[src/rtl/hex_ascii_uart_pkg.sv]
// ============================================================================
// Module      : hex_ascii_uart_pkg
// Description : Shared types, ASCII constants and nibble conversion for the
//               hex/ASCII UART transmit path.
// Revision    : 1.0 - initial release
// ============================================================================
`default_nettype none

package hex_ascii_uart_pkg;

  typedef enum logic [1:0] {
    IDLE      = 2'd0,
    START_BIT = 2'd1,
    DATA_BITS = 2'd2,
    STOP_BIT  = 2'd3
  } state_t;

  localparam logic [7:0] ASCII_0  = 8'h30;
  localparam logic [7:0] ASCII_A  = 8'h41;
  localparam logic [7:0] ASCII_CR = 8'h0D;
  localparam logic [7:0] ASCII_LF = 8'h0A;
  localparam logic [7:0] ASCII_E  = 8'h45;
  localparam logic [7:0] ASCII_R  = 8'h52;
  localparam logic [7:0] ASCII_O  = 8'h4F;
  localparam logic [7:0] ASCII_V  = 8'h56;
  localparam logic [7:0] ASCII_F  = 8'h46;

  localparam int MSG_MAX_LEN = 6;

  function automatic logic [7:0] nibble_to_ascii(input logic [3:0] nib);
    if (nib < 4'd10) begin
      return ASCII_0 + {4'd0, nib};
    end
    return ASCII_A + {4'd0, nib} - 8'd10;
  endfunction

endpackage

`default_nettype wire

[src/rtl/uart_byte_serializer.sv]
// ============================================================================
// Module      : uart_byte_serializer
// Description : 8N1 serializer; accepts a back-to-back load in the last cycle
//               of a stop bit so consecutive characters have no idle gap.
// Revision    : 1.0 - initial release
// ============================================================================
`default_nettype none

module uart_byte_serializer
  import hex_ascii_uart_pkg::*;
#(
  parameter int BIT_CYCLES = 10
) (
  input  logic       clock,
  input  logic       reset,
  input  logic       load,
  input  logic [7:0] data_byte,
  output logic       tx,
  output logic       byte_done
);

  localparam int CNT_W = $clog2(BIT_CYCLES);
  localparam logic [CNT_W-1:0] CNT_LAST = CNT_W'(BIT_CYCLES - 1);

  state_t           r_state;
  logic [CNT_W-1:0] r_cnt;
  logic [2:0]       r_bit_idx;
  logic [7:0]       r_shift;
  logic             w_bit_end;

  assign w_bit_end = (r_cnt == CNT_LAST);
  // Flags the edge that closes the stop bit, so the sequencer can chain a load.
  assign byte_done = (r_state == STOP_BIT) && w_bit_end;

  always_ff @(posedge clock or posedge reset) begin
    if (reset) begin
      r_state   <= IDLE;
      r_cnt     <= '0;
      r_bit_idx <= 3'd0;
      r_shift   <= 8'd0;
      tx        <= 1'b1;
    end else begin
      case (r_state)
        IDLE: begin
          r_cnt <= '0;
          if (load) begin
            r_state <= START_BIT;
            r_shift <= data_byte;
            tx      <= 1'b0;
          end
        end
        START_BIT: begin
          if (w_bit_end) begin
            r_cnt     <= '0;
            r_state   <= DATA_BITS;
            r_bit_idx <= 3'd0;
            tx        <= r_shift[0];
          end else begin
            r_cnt <= r_cnt + 1'b1;
          end
        end
        DATA_BITS: begin
          if (w_bit_end) begin
            r_cnt <= '0;
            if (r_bit_idx == 3'd7) begin
              r_state <= STOP_BIT;
              tx      <= 1'b1;
            end else begin
              r_bit_idx <= r_bit_idx + 1'b1;
              r_shift   <= {1'b0, r_shift[7:1]};
              tx        <= r_shift[1];
            end
          end else begin
            r_cnt <= r_cnt + 1'b1;
          end
        end
        STOP_BIT: begin
          if (w_bit_end) begin
            r_cnt <= '0;
            if (load) begin
              r_state <= START_BIT;
              r_shift <= data_byte;
              tx      <= 1'b0;
            end else begin
              r_state <= IDLE;
            end
          end else begin
            r_cnt <= r_cnt + 1'b1;
          end
        end
        default: begin
          r_state <= IDLE;
          r_cnt   <= '0;
          tx      <= 1'b1;
        end
      endcase
    end
  end

endmodule

`default_nettype wire

[src/rtl/hex_ascii_uart_tx.sv]
// ============================================================================
// Module      : hex_ascii_uart_tx
// Description : Prints a 16-bit result as 4 uppercase hex digits + CR LF over
//               8N1 UART. Optional macro HEX_ASCII_STATUS_EN adds ERR/OVF text.
// Revision    : 1.0 - initial release
// ============================================================================
`default_nettype none

module hex_ascii_uart_tx
  import hex_ascii_uart_pkg::*;
#(
  parameter int CLK_HZ = 50000000,
  parameter int BAUD   = 115200
) (
  input  logic        clock,
  input  logic        reset,
  input  logic        start,
  input  logic [15:0] data,
  input  logic        overflow,
  input  logic [3:0]  error,
  output logic        tx,
  output logic        busy,
  output logic        done
);

  localparam int BIT_CYCLES = CLK_HZ / BAUD;
  localparam int IDX_W      = $clog2(MSG_MAX_LEN);

  typedef logic [IDX_W-1:0] idx_t;
  localparam idx_t LAST_FULL = idx_t'(MSG_MAX_LEN - 1);

  function automatic logic [7:0] hex_char(input logic [15:0] d, input idx_t idx);
    case (int'(idx))
      0:       return nibble_to_ascii(d[15:12]);
      1:       return nibble_to_ascii(d[11:8]);
      2:       return nibble_to_ascii(d[7:4]);
      3:       return nibble_to_ascii(d[3:0]);
      4:       return ASCII_CR;
      default: return ASCII_LF;
    endcase
  endfunction

`ifdef HEX_ASCII_STATUS_EN
  // Error code outranks overflow; both replace the hex digits entirely.
  function automatic logic [7:0] msg_char(input logic [15:0] d, input logic ovf,
                                          input logic [3:0] err, input idx_t idx);
    if (err != 4'd0) begin
      case (int'(idx))
        0:       return ASCII_E;
        1:       return ASCII_R;
        2:       return ASCII_R;
        3:       return nibble_to_ascii(err);
        4:       return ASCII_CR;
        default: return ASCII_LF;
      endcase
    end else if (ovf) begin
      case (int'(idx))
        0:       return ASCII_O;
        1:       return ASCII_V;
        2:       return ASCII_F;
        3:       return ASCII_CR;
        default: return ASCII_LF;
      endcase
    end
    return hex_char(d, idx);
  endfunction
`endif

  logic [15:0] r_data;
  idx_t        r_char_idx;
  logic        r_busy;
  logic        r_done;
  idx_t        w_last_idx;
  idx_t        w_next_idx;
  logic [7:0]  w_byte;
  logic        w_accept;
  logic        w_load;
  logic        w_byte_done;

`ifdef HEX_ASCII_STATUS_EN
  logic        r_ovf;
  logic [3:0]  r_err;
  idx_t        r_last_idx;
  assign w_last_idx = r_last_idx;
`else
  logic        w_unused_status;
  assign w_unused_status = overflow ^ (|error);
  assign w_last_idx      = LAST_FULL;
`endif

  // The done cycle also blocks acceptance; earliest restart is one cycle later.
  assign w_accept   = start && !r_busy && !r_done;
  assign w_next_idx = idx_t'(r_char_idx + 1'b1);
  assign w_load     = w_accept || (r_busy && w_byte_done && (r_char_idx != w_last_idx));

  always_comb begin
    w_byte = 8'd0;
`ifdef HEX_ASCII_STATUS_EN
    if (r_busy) w_byte = msg_char(r_data, r_ovf, r_err, w_next_idx);
    else        w_byte = msg_char(data, overflow, error, '0);
`else
    if (r_busy) w_byte = hex_char(r_data, w_next_idx);
    else        w_byte = hex_char(data, '0);
`endif
  end

  always_ff @(posedge clock or posedge reset) begin
    if (reset) begin
      r_data     <= 16'd0;
      r_char_idx <= '0;
      r_busy     <= 1'b0;
      r_done     <= 1'b0;
`ifdef HEX_ASCII_STATUS_EN
      r_ovf      <= 1'b0;
      r_err      <= 4'd0;
      r_last_idx <= LAST_FULL;
`endif
    end else begin
      r_done <= 1'b0;
      if (w_accept) begin
        r_busy     <= 1'b1;
        r_data     <= data;
        r_char_idx <= '0;
`ifdef HEX_ASCII_STATUS_EN
        r_ovf      <= overflow;
        r_err      <= error;
        r_last_idx <= ((error == 4'd0) && overflow) ? idx_t'(4) : LAST_FULL;
`endif
      end else if (r_busy && w_byte_done) begin
        if (r_char_idx == w_last_idx) begin
          r_busy <= 1'b0;
          r_done <= 1'b1;
        end else begin
          r_char_idx <= w_next_idx;
        end
      end
    end
  end

  assign busy = r_busy;
  assign done = r_done;

  uart_byte_serializer #(
    .BIT_CYCLES (BIT_CYCLES)
  ) u_serializer (
    .clock     (clock),
    .reset     (reset),
    .load      (w_load),
    .data_byte (w_byte),
    .tx        (tx),
    .byte_done (w_byte_done)
  );

endmodule

`default_nettype wire

[config.mk]
export PLATFORM = sky130hd
export DESIGN_NAME = hex_ascii_uart_tx
export DESIGN_NICKNAME = d
export VERILOG_FILES = /design/src/rtl/hex_ascii_uart_pkg.sv /design/src/rtl/uart_byte_serializer.sv /design/src/rtl/hex_ascii_uart_tx.sv
export SDC_FILE = /design/constraint.sdc
export NUM_CORES = 1
export LEC_CHECK = 0
export ABC_AREA = 1
export BUFFER_PORTS_ARGS = -buffer_cell sky130_fd_sc_hd__buf_4
export CORE_ASPECT_RATIO = 0.6
export CORE_MARGIN = 3
export CORE_UTILIZATION = 55
export CTS_CLUSTER_DIAMETER = 50
export DETAILED_ROUTE_END_ITERATION = 12
export PLACE_DENSITY_LB_ADDON = 0.12
export SYNTH_ARGS = -nofsm -noshare
export SYNTH_HDL_FRONTEND = slang
export SYNTH_SLANG_ARGS = --single-unit
[constraint.sdc]
create_clock -name clock -period 4.6 [get_ports clock]
set_input_delay 0.23 -clock clock [delete_from_list [all_inputs] [get_ports clock]]
set_output_delay 0.23 -clock clock [all_outputs]
set_load 0.05 [all_outputs]
# Yosys cells after proc, flatten, opt, wreduce, memory -nomap -nowiden
# Index checks and enable logic that the tools add are counted.
# classes
addsub	18
n_lt_le_gt_ge	5
eq_ne	18
muxes	59
n_reduce_logical	21
# op_table
cell	count
two-way mux 8 bit	15
adder 7 x 4 -> 8 bit, first input constant	5
one-hot mux 8 bit (5 select lines)	1
subtractor 8 x 4 -> 8 bit, second input constant	5
adder 6 x 4 -> 7 bit, first input constant	5
two-way mux 1 bit	26
one-hot mux 8 bit (3 select lines)	1
less-than comparator 4 bit, second input constant	5
two-way mux 3 bit	6
one-hot mux 9 bit (2 select lines)	1
two-way mux 2 bit	5
!= test 2 x 1 -> 1 bit, second input constant	5
adder 9 x 1 -> 9 bit, second input constant	1
equality test 3 bit, second input constant	3
equality test 9 bit, second input constant	1
two-way mux 9 bit	1
one-hot mux 2 bit (4 select lines)	1
AND reduction 4 bit	2
adder 3 x 1 -> 3 bit, second input constant	2
equality test 3 x 2 -> 1 bit, second input constant	2
one-hot mux 3 bit (2 select lines)	1
nonzero test 2 bit	3
logical AND 1 bit	5
AND reduction 5 bit	1
14 further kinds	18
# word_totals
ff_bits	44
inputBits	24
output_inout_bits	3

# Logic depth before layout (Yosys ltp)
# Gate-level depths: netlist of run 1.
# depth
ltp_word	10
depth_mapped	13
depth_no_buf	13

# Cells and area by module
# Synthesis of run 1 repeated with hierarchy kept, for this count alone.
# hier_totals
cells_unflattened	431
area_unflattened_um2	3016.6
# modules_own_cells
mod	instances	cells_per_inst	area_per_inst_um2	seq_area_each_um2
hex_ascii_uart_tx	1	254	1657.8	525.5
uart_byte_serializer	1	177	1358.8	576.8

# Least setup slack after synthesis of run 1
# Ideal clock, no wire load.
# synth_timing
path_type	reg2reg
from	register r_busy, in the netlist busy
to	register u_serializer.r_state[0]
setup_ps	136
arrival_time_ps	1595
required_ps	4464
slack_ps	2869
path_stages_with_launch	9
period_less_slack_ps	1731
cell_sequence	dfrtp_1 buf_4 nand2_1 inv_1 nand4_2 nand2_4 o21ai_0 o21ai_0 o21ai_0
# synth_via
elab_chain_len	7
elab_cells_between_ends	11
# synth_rtl
element	line_no	text
start: declaration	hex_ascii_uart_tx.sv:71	logic r_busy;
start signal: assignment	hex_ascii_uart_tx.sv:111	r_busy <= 1'b0;
start signal: assignment	hex_ascii_uart_tx.sv:121	r_busy <= 1'b1;
start signal: assignment	hex_ascii_uart_tx.sv:131	r_busy <= 1'b0;
logical NOT 1 bit	hex_ascii_uart_tx.sv:92	assign w_accept = start && !r_busy && !r_done;
logical AND 1 bit (2 in a row)	hex_ascii_uart_tx.sv:92	
logical OR 1 bit *	hex_ascii_uart_tx.sv:94	assign w_load = w_accept || (r_busy && w_byte_done && (r_char_idx != w_last_idx));
two-way mux 1 bit	uart_byte_serializer.sv:80	if (load) begin
two-way mux 2 bit	uart_byte_serializer.sv:78	if (w_bit_end) begin
one-hot mux 2 bit (4 select lines)	uart_byte_serializer.sv:43	case (r_state)
end signal: assignment	uart_byte_serializer.sv:47	r_state <= START_BIT;
end signal: assignment	uart_byte_serializer.sv:81	r_state <= START_BIT;
end signal: assignment	uart_byte_serializer.sv:85	r_state <= IDLE;
end: declaration	uart_byte_serializer.sv:25	state_t r_state;
# Every way passes the cells marked *; elsewhere a longest branch is shown, timed or not. The select of a mux whose other input is x is not followed.
# A chain may end at the register's enable or synchronous reset.

# Worst setup path in the final report of run 1
# Ends and elaborated chain as after synthesis.

==> results.txt, run 1 <==
----------------------------------------------------
[Critical path]
  Number of cells traversed by the worst register-to-register path ... 6
  Type of the worst setup path ... flip-flop to flip-flop
  Reg2reg start ... busy
  Crit path DAT ... roughly 2600 ps
  Endpoint of the most critical register-to-register path ... u_serializer.r_state[0]
  Largest fanout of any net on the critical path ... 34
  Worst endpoint required time ... around 4800 ps
  Endpoint kind of the worst setup timing path ... flip-flop
  Slack of the worst reg-to-reg path ... about 2100 ps
  Element type at the critical path start ... flip-flop

[Clock network]
  Clock tree from TritonCTS ... yes
  Buffers inserted by post-CTS timing repair ... 0
  Clock tree buffer depth ... 2
  Clk Latency, worst-skew pair ... 300 ps
  TritonCTS sink count ... 43
  Clk Tree Root Cell ... clkbuf_8
  Cts bufs inserted ... 5
  Post-CTS Resized ... 0
  Register clock-pin slew on the reported worst setup and hold paths ... ~90 ps
  # H-tree levels ... 2
  Hold bufs inserted after CTS ... 0

[GRT]
  Total global-route track usage ... approximately 22%
  Maximum number of pins on one net before global-route repair ... 44
  Residual overflow from global routing ... 0
  Number of antenna violations at the first check in global routing ... 0
  Vias in the first global route ... 2,215
  Global-route wire length before repair ... 10.46 mm

[Floorplan]
  Die X ... a little under 100 um
  Die height ... 61.15 um
  Boundary pin count ... 27
  Die area ... between 5000 and 6000 um2
  Standard-cell rows ... 19
  Initial cell density of the core ... 58.93%
  Core Area ... approximately 4700 um2

[Cells and area]
  Non-Filler Instances ... roughly 470
  # nets final ... 452
  Post-synthesis to final-layout area growth ... 12.52%
  Antenna cells ... 0
  Fraction of final layout cells with drive strength greater than 1 ... 12.44%
  Count of filler cells inserted in the layout ... 420

[Drt]
  Number of routed nets with antenna violations ... 0
  Vias ... ~2,400
  Vias per Instance ... between 5 and 6
  Number of remaining DRC errors ... 0
  Wire length per cell ... approximately 13 um
  WL final ... a little over 6 mm
  Initial DRT Pass Iterations ... 5
  DRC violation total after the first TritonRoute iteration ... between 200 and 250

[Logic synthesis]
  Synthesized area per cell ... roughly 7.3 um2
  Fraction of post-synthesis cell area in the top cell type by area ... 37.70%
  Count of flip-flops with a built-in enable after synthesis ... 0
  Total number of yosys warnings ... 0
  Flip-flop and latch count after synthesis ... 43
  Proportion of synthesized flip-flops having asynchronous set or reset ... 100.0%
  Net count after synthesis ... between 400 and 500
  Post-Synthesis Cell Area ... between 2000 and 3000 um2
  Cell count after synthesis ... roughly 380
  Yosys top cell by area ... dfrtp_1
  Part of the Yosys area used for sequential elements ... 38.64%
  Ys flop type ... dfrtp_1
  Count of different cell masters after synthesis ... 33
  Leading post-synthesis cells by cell area ... dfrtp_1 38%, nand2_1 14%, ha_1 8.5%, o21ai_0 8.1%, inv_1 7.5%

[STA]
  Final Hold Vio Count ... 0
  RSZ-0062 raised after global routing ... false
  Final total negative setup slack ... 0 ps
  Worst hold slack across all endpoints ... 54.14 ps
  Transition time at the pin with the least slew margin ... 1062 ps
  Final worst path period share ... between 50 and 60%
  Setup violations, final ... 0
  Final period demand of the worst path ... between 2000 and 2500 ps
  Max-slew headroom at the worst pin ... 28.99%
  Final Slew Violations ... 0
  Max Clk Rate ... 0.4020 GHz
  Max Clock Skew ... a little under 10 ps

[Power]
  IR Drop Worst-Case VDD ... around 0.0003 V
  Power Density ... about 490 nW/um2
  Leakage power ... 1.593 nW

[Placement]
  Cells after DPL ... 465
  RD Place Congestion ... approximately 0.89
  Post-detail-place hpwl ... around 4.7 mm
  Number of I/O port buffers ... 21

[Min path]
  Hold Path Class ... input pin to asynchronous set/reset pin

[Run]
  Max-cap violation count ... 0

[Run status]
  Status ... finished, final reports clean

----------------------------------------------------
==> Yosys cell counts, drive strengths merged, types with 2 or more instances <==
| library cell | count |
|---|---|
| nor2 | 39 |
| clkinv | 2 |
| nand4 | 4 |
| a21oi | 11 |
| o22ai | 2 |
| dfrtp | 42 |
| xor2 | 3 |
| nand2 | 109 |
| nor3 | 10 |
| clkbuf | 3 |
| ha | 19 |
| nand3 | 27 |
| o21ai | 45 |
| inv | 59 |
==> worst max-delay path by stage <==
stage                                         end  slack (ps)  from  cells after the start
after floorplan           u_serializer.r_state[0]        2870  busy                      8
final                     u_serializer.r_state[0]        2110  busy                      6
after global placement    u_serializer.r_state[0]        2210  busy                      6
after CTS                 u_serializer.r_state[0]        2090  busy                      6
after detailed placement  u_serializer.r_state[0]        2130  busy                      6
after global routing      u_serializer.r_state[0]        1810  busy                      6
==> final cells by class <==
| cell class | count | area (um2) | area share, % |
|---|---|---|---|
| multi-input cells | 276 | 1461 | 46.59 |
| inverters | 61 | 236.5 | 7.539 |
| repair buffers | 22 | 165.2 | 5.265 |
| clock buffers | 6 | 82.58 | 2.633 |
| well taps | 63 | 78.83 | 2.513 |
| flip-flops and latches | 43 | 1077 | 34.34 |
| clock inverters | 2 | 35.03 | 1.117 |
==> critical path, cell delays in order (launching register included) <==
cell     delay (ps)
dfrtp_1         540
nor3_4          930
inv_1           220
nand2_4         180
o21ai_0         160
o21ai_0         200
o21ai_0         120
==> through the flow <==
stage | power (mW) | instance area [um2] | utilization [%] | setup WS, ps
final | 1.545 | 3137 | 66.31 | 2112
after global routing | 1.703 | 3137 | 66.31 | 1808
after floorplan | 1.067 | 2788 | - | 2869
after detailed placement | 1.232 | 3019 | 63.82 | 2133
after global placement | 1.213 | 3019 | 63.82 | 2206
after CTS | 1.547 | 3137 | 66.31 | 2095
==> report_power, final <==
part | internal, mW | switching, mW | total, mW
Clock | 0.176 | 0.133 | 0.309
Combinational | 0.230 | 0.429 | 0.659
Sequential | 0.491 | 0.0869 | 0.578
Total | 0.897 | 0.649 | 1.55
==> cells by family after synthesis <==
family,share of synthesized area (%)
AND/OR/NAND/NOR,30.79
buffers and inverters,9.156
flip-flops,38.64
multiplexers,0.3591
AO/OA/AOI/OAI,11.27
adder cells (fa/ha/maj),8.528
XOR/XNOR,1.257
==> state kept, by name, indices dropped and copies added, names as in the netlist <==
name                    count
r_data                     16
u_serializer.r_cnt          9
u_serializer.r_shift        7
r_char_idx                  3
u_serializer.r_bit_idx      3
u_serializer.r_state        2
busy                        1
done                        1
u_serializer.tx             1
==> layer usage <==
layer	share of wire, %	track usage (%)
met1	54	34.04
met2	40	32.30
met3	5.5	4.186
met4	0.85	5.325
met5	0	0
==> cell usage in the layout (no fill, tap or decap), types with 2 or more instances in the layout <==
| cell type | netlist | layout |
|---|---|---|
| a21oi_1 | 11 | 11 |
| buf_4 | 1 | 22 |
| clkbuf_8 | 0 | 6 |
| clkinv_1 | 1 | 2 |
| dfrtp_1 | 42 | 42 |
| ha_1 | 19 | 19 |
| inv_1 | 56 | 55 |
| inv_2 | 2 | 2 |
| nand2_1 | 103 | 103 |
| nand2_2 | 3 | 3 |
| nand2_4 | 3 | 3 |
| nand3_1 | 27 | 27 |
| nand4_1 | 3 | 3 |
| nor2_1 | 35 | 35 |
| nor2_2 | 3 | 3 |
| nor3_1 | 7 | 7 |
| nor3_4 | 2 | 3 |
| o21ai_0 | 45 | 45 |
| o22ai_1 | 2 | 2 |
| xor2_1 | 3 | 3 |
Note: power is estimated with default switching activity, not from simulation.
==> run 2, diff against run 1 <==
--- a/config.mk
+++ b/config.mk
@@ -9,7 +9,7 @@
 export BUFFER_PORTS_ARGS = -buffer_cell sky130_fd_sc_hd__buf_4
 export CORE_ASPECT_RATIO = 0.6
 export CORE_MARGIN = 3
-export CORE_UTILIZATION = 55
+export CORE_UTILIZATION = 54
 export CTS_CLUSTER_DIAMETER = 50
 export DETAILED_ROUTE_END_ITERATION = 12
 export PLACE_DENSITY_LB_ADDON = 0.12
==> constraint.sdc (replaced) <==
create_clock -name clock -period 2 [get_ports clock]
set_input_delay 0.1 -clock clock [delete_from_list [all_inputs] [get_ports clock]]
set_output_delay 0.1 -clock clock [all_outputs]
set_load 0.05 [all_outputs]
==> results.txt, run 2 (same netlist as run 1, synthesis figures left out) <==
----------------------------------------------------
[Cells and area]
  Antenna cells ... 0
  Leading cell type in the layout, fill and taps excluded ... nand2_1
  Leading cell types in the layout, fill and taps excluded ... 103 x nand2_1, 55 x inv_1, 45 x o21ai_0, 42 x dfrtp_1, 35 x nor2_1
  Largest Register ... r_data
  Fraction of final layout cells with drive strength greater than 1 ... roughly an eighth
  # nets final ... about 460
  Post-synthesis to final-layout area growth ... 14.05%
  Max reg flops ... 16
  Post-layout util ... between 60% and 70%
  Leading registers by flop count ... r_data: 16 flops, u_serializer.r_cnt: 9 flops, u_serializer.r_shift: 7 flops
  Final cell area excluding filler cells ... ~3200 um2

[Critical path]
  Largest delay share family, worst path ... simple AND/OR/NAND/NOR gates
  Worst endpoint required time ... about 2200 ps
  Ordered list of cells on the worst path ... ha_1 > nand2_1 > nand2_2 > nor2_2 > inv_1 > nand4_1 > nand3_1 > nand2_1 > nand2_1 > nand2_1 > nand2_1
  Endpoint kind of the worst setup timing path ... flip-flop
  Type of the worst setup path ... flip-flop to flip-flop
  Cell seen most often among critical-path stages ... nand2_1
  Element type at the critical path start ... flip-flop
  Largest fanout of any net on the critical path ... 7
  Crit-path slowest cell ... dfrtp_1
  Crit path DAT ... just over 2000 ps
  Largest incremental delay on the critical path ... 430 ps
  CP Buf/Inv Count ... 1

[STA]
  RSZ-0062 raised after global routing ... false
  Final Slew Violations ... 0
  Max-slew headroom at the worst pin ... 48.11%
  Worst hold slack across all endpoints ... 5.023 ps
  Setup violations, final ... 0
  Final worst path period share ... about 93%
  Transition time at the pin with the least slew margin ... roughly 770 ps
  Max Clock Skew ... around 7 ps
  Final period demand of the worst path ... 1852 ps
  Max Clk Rate ... between 0.5 and 0.6 GHz
  Final total negative setup slack ... 0 ps
  Final Hold Vio Count ... 0

[Power]
  Power Density ... approximately 1100 nW/um2
  Leakage power ... around 1.6 nW
  Overall Power ... 3.511 mW
  IR Drop Worst-Case VDD ... roughly 0.0007 V

[Floorplan]
  Initial cell density of the core ... ~58%
  Core Area ... 4778 um2
  Die X ... around 100 um
  Boundary pin count ... 27
  Die height ... 61.66 um
  Die area ... 6089 um2
  Standard-cell rows ... 19

[Clock network]
  Clk Tree Root Cell ... clkbuf_8
  TritonCTS sink count ... between 40 and 50
  Clock tree from TritonCTS ... yes
  Clock tree buffer depth ... 2
  Clk Latency, worst-skew pair ... about 300 ps
  Register clock-pin slew on the reported worst setup and hold paths ... 80 ps
  # H-tree levels ... 2
  Cts bufs inserted ... 5

[Drt]
  Wire length per cell ... 13.26 um
  Vias ... around 2,500
  Number of remaining DRC errors ... 0
  WL final ... 6.351 mm
  Number of routed nets with antenna violations ... 0
  Initial DRT Pass Iterations ... 6
  DRC violation total after the first TritonRoute iteration ... around 220
  Vias per Instance ... roughly 5.3

[GRT]
  Global-route wire length before repair ... ~11 mm
  Total global-route track usage ... between 20% and 30%
  Number of antenna violations at the first check in global routing ... 0
  Residual overflow from global routing ... 0
  Vias in the first global route ... roughly 2,200
  Maximum number of pins on one net before global-route repair ... 34

[Run status]
  Status ... finished, final reports clean

[Placement]
  RD Place Congestion ... ~0.9
  Post-detail-place hpwl ... about 4.8 mm
  Placement Cell Area ... ~3000 um2
  Number of I/O port buffers ... 21

[Min path]
  Hold Path Class ... input pin to flip-flop

[Run]
  Max-cap violation count ... 0

----------------------------------------------------
[run 2: worst paths after layout]
kind	start	endpoint	slack (ps)	cells past startpoint
worst min-delay path	data[7]	r_data[7]	5	3
worst min register to register	u_serializer.tx	u_serializer.tx	470	2
min in group asynchronous	reset	u_serializer.r_state[1]	400	3
worst max-delay path	r_char_idx[0]	u_serializer.r_shift[3]	150	11
max in group asynchronous	reset	r_data[15]	1070	4
worst max register to register	r_char_idx[0]	u_serializer.r_shift[3]	150	11
[run 2: layout make-up]
cell class / count / area (um2)
Multi-Input combinational cell: 276 / 1461
Fill cell: 418 / 1599
Clock buffer: 8 / 100.1
Sequential cell: 43 / 1077
Timing Repair Buffer: 28 / 225.2
Inverter: 61 / 236.5
Tap cell: 63 / 78.83
[run 2: worst reg2reg max path, stage by stage (launching register included)]
cell     delay, ps
dfrtp_1        430
ha_1           240
nand2_1         90
nand2_2        120
nor2_2         280
inv_1          110
nand4_1        160
nand3_1        100
nand2_1         60
nand2_1         50
nand2_1         60
nand2_1         50
[run 2: timing repair]
item                      4_1_cts  5_1_grt
resized for setup               0        0
hold endpoints to repair       18        0
buffers inserted                0        0
hold buffers                    1        0
[run 2: metal layers]
layer	global-route usage, %	share of wire [%]	wire length, um	vias to the layer above
li1	-	-	-	1281
met4	4.864	0.33	21	0
met2	29.87	39	2453	81
met3	4.751	6.5	412	2
met5	0	0	0	-
met1	35.27	55	3464	1152
[run 2: report_power, final]
part / switching [mW] / internal, mW
Combinational: 0.992 / 0.567
Sequential: 0.205 / 1.13
Clock: 0.302 / 0.316
[run 2: per-stage QoR]
stage	worst slack, ps	instances
after floorplan	268.6	384
after global placement	271.6	470
after detailed placement	189.1	470
after CTS	169.6	479
after global routing	18.79	479
final	148.5	479
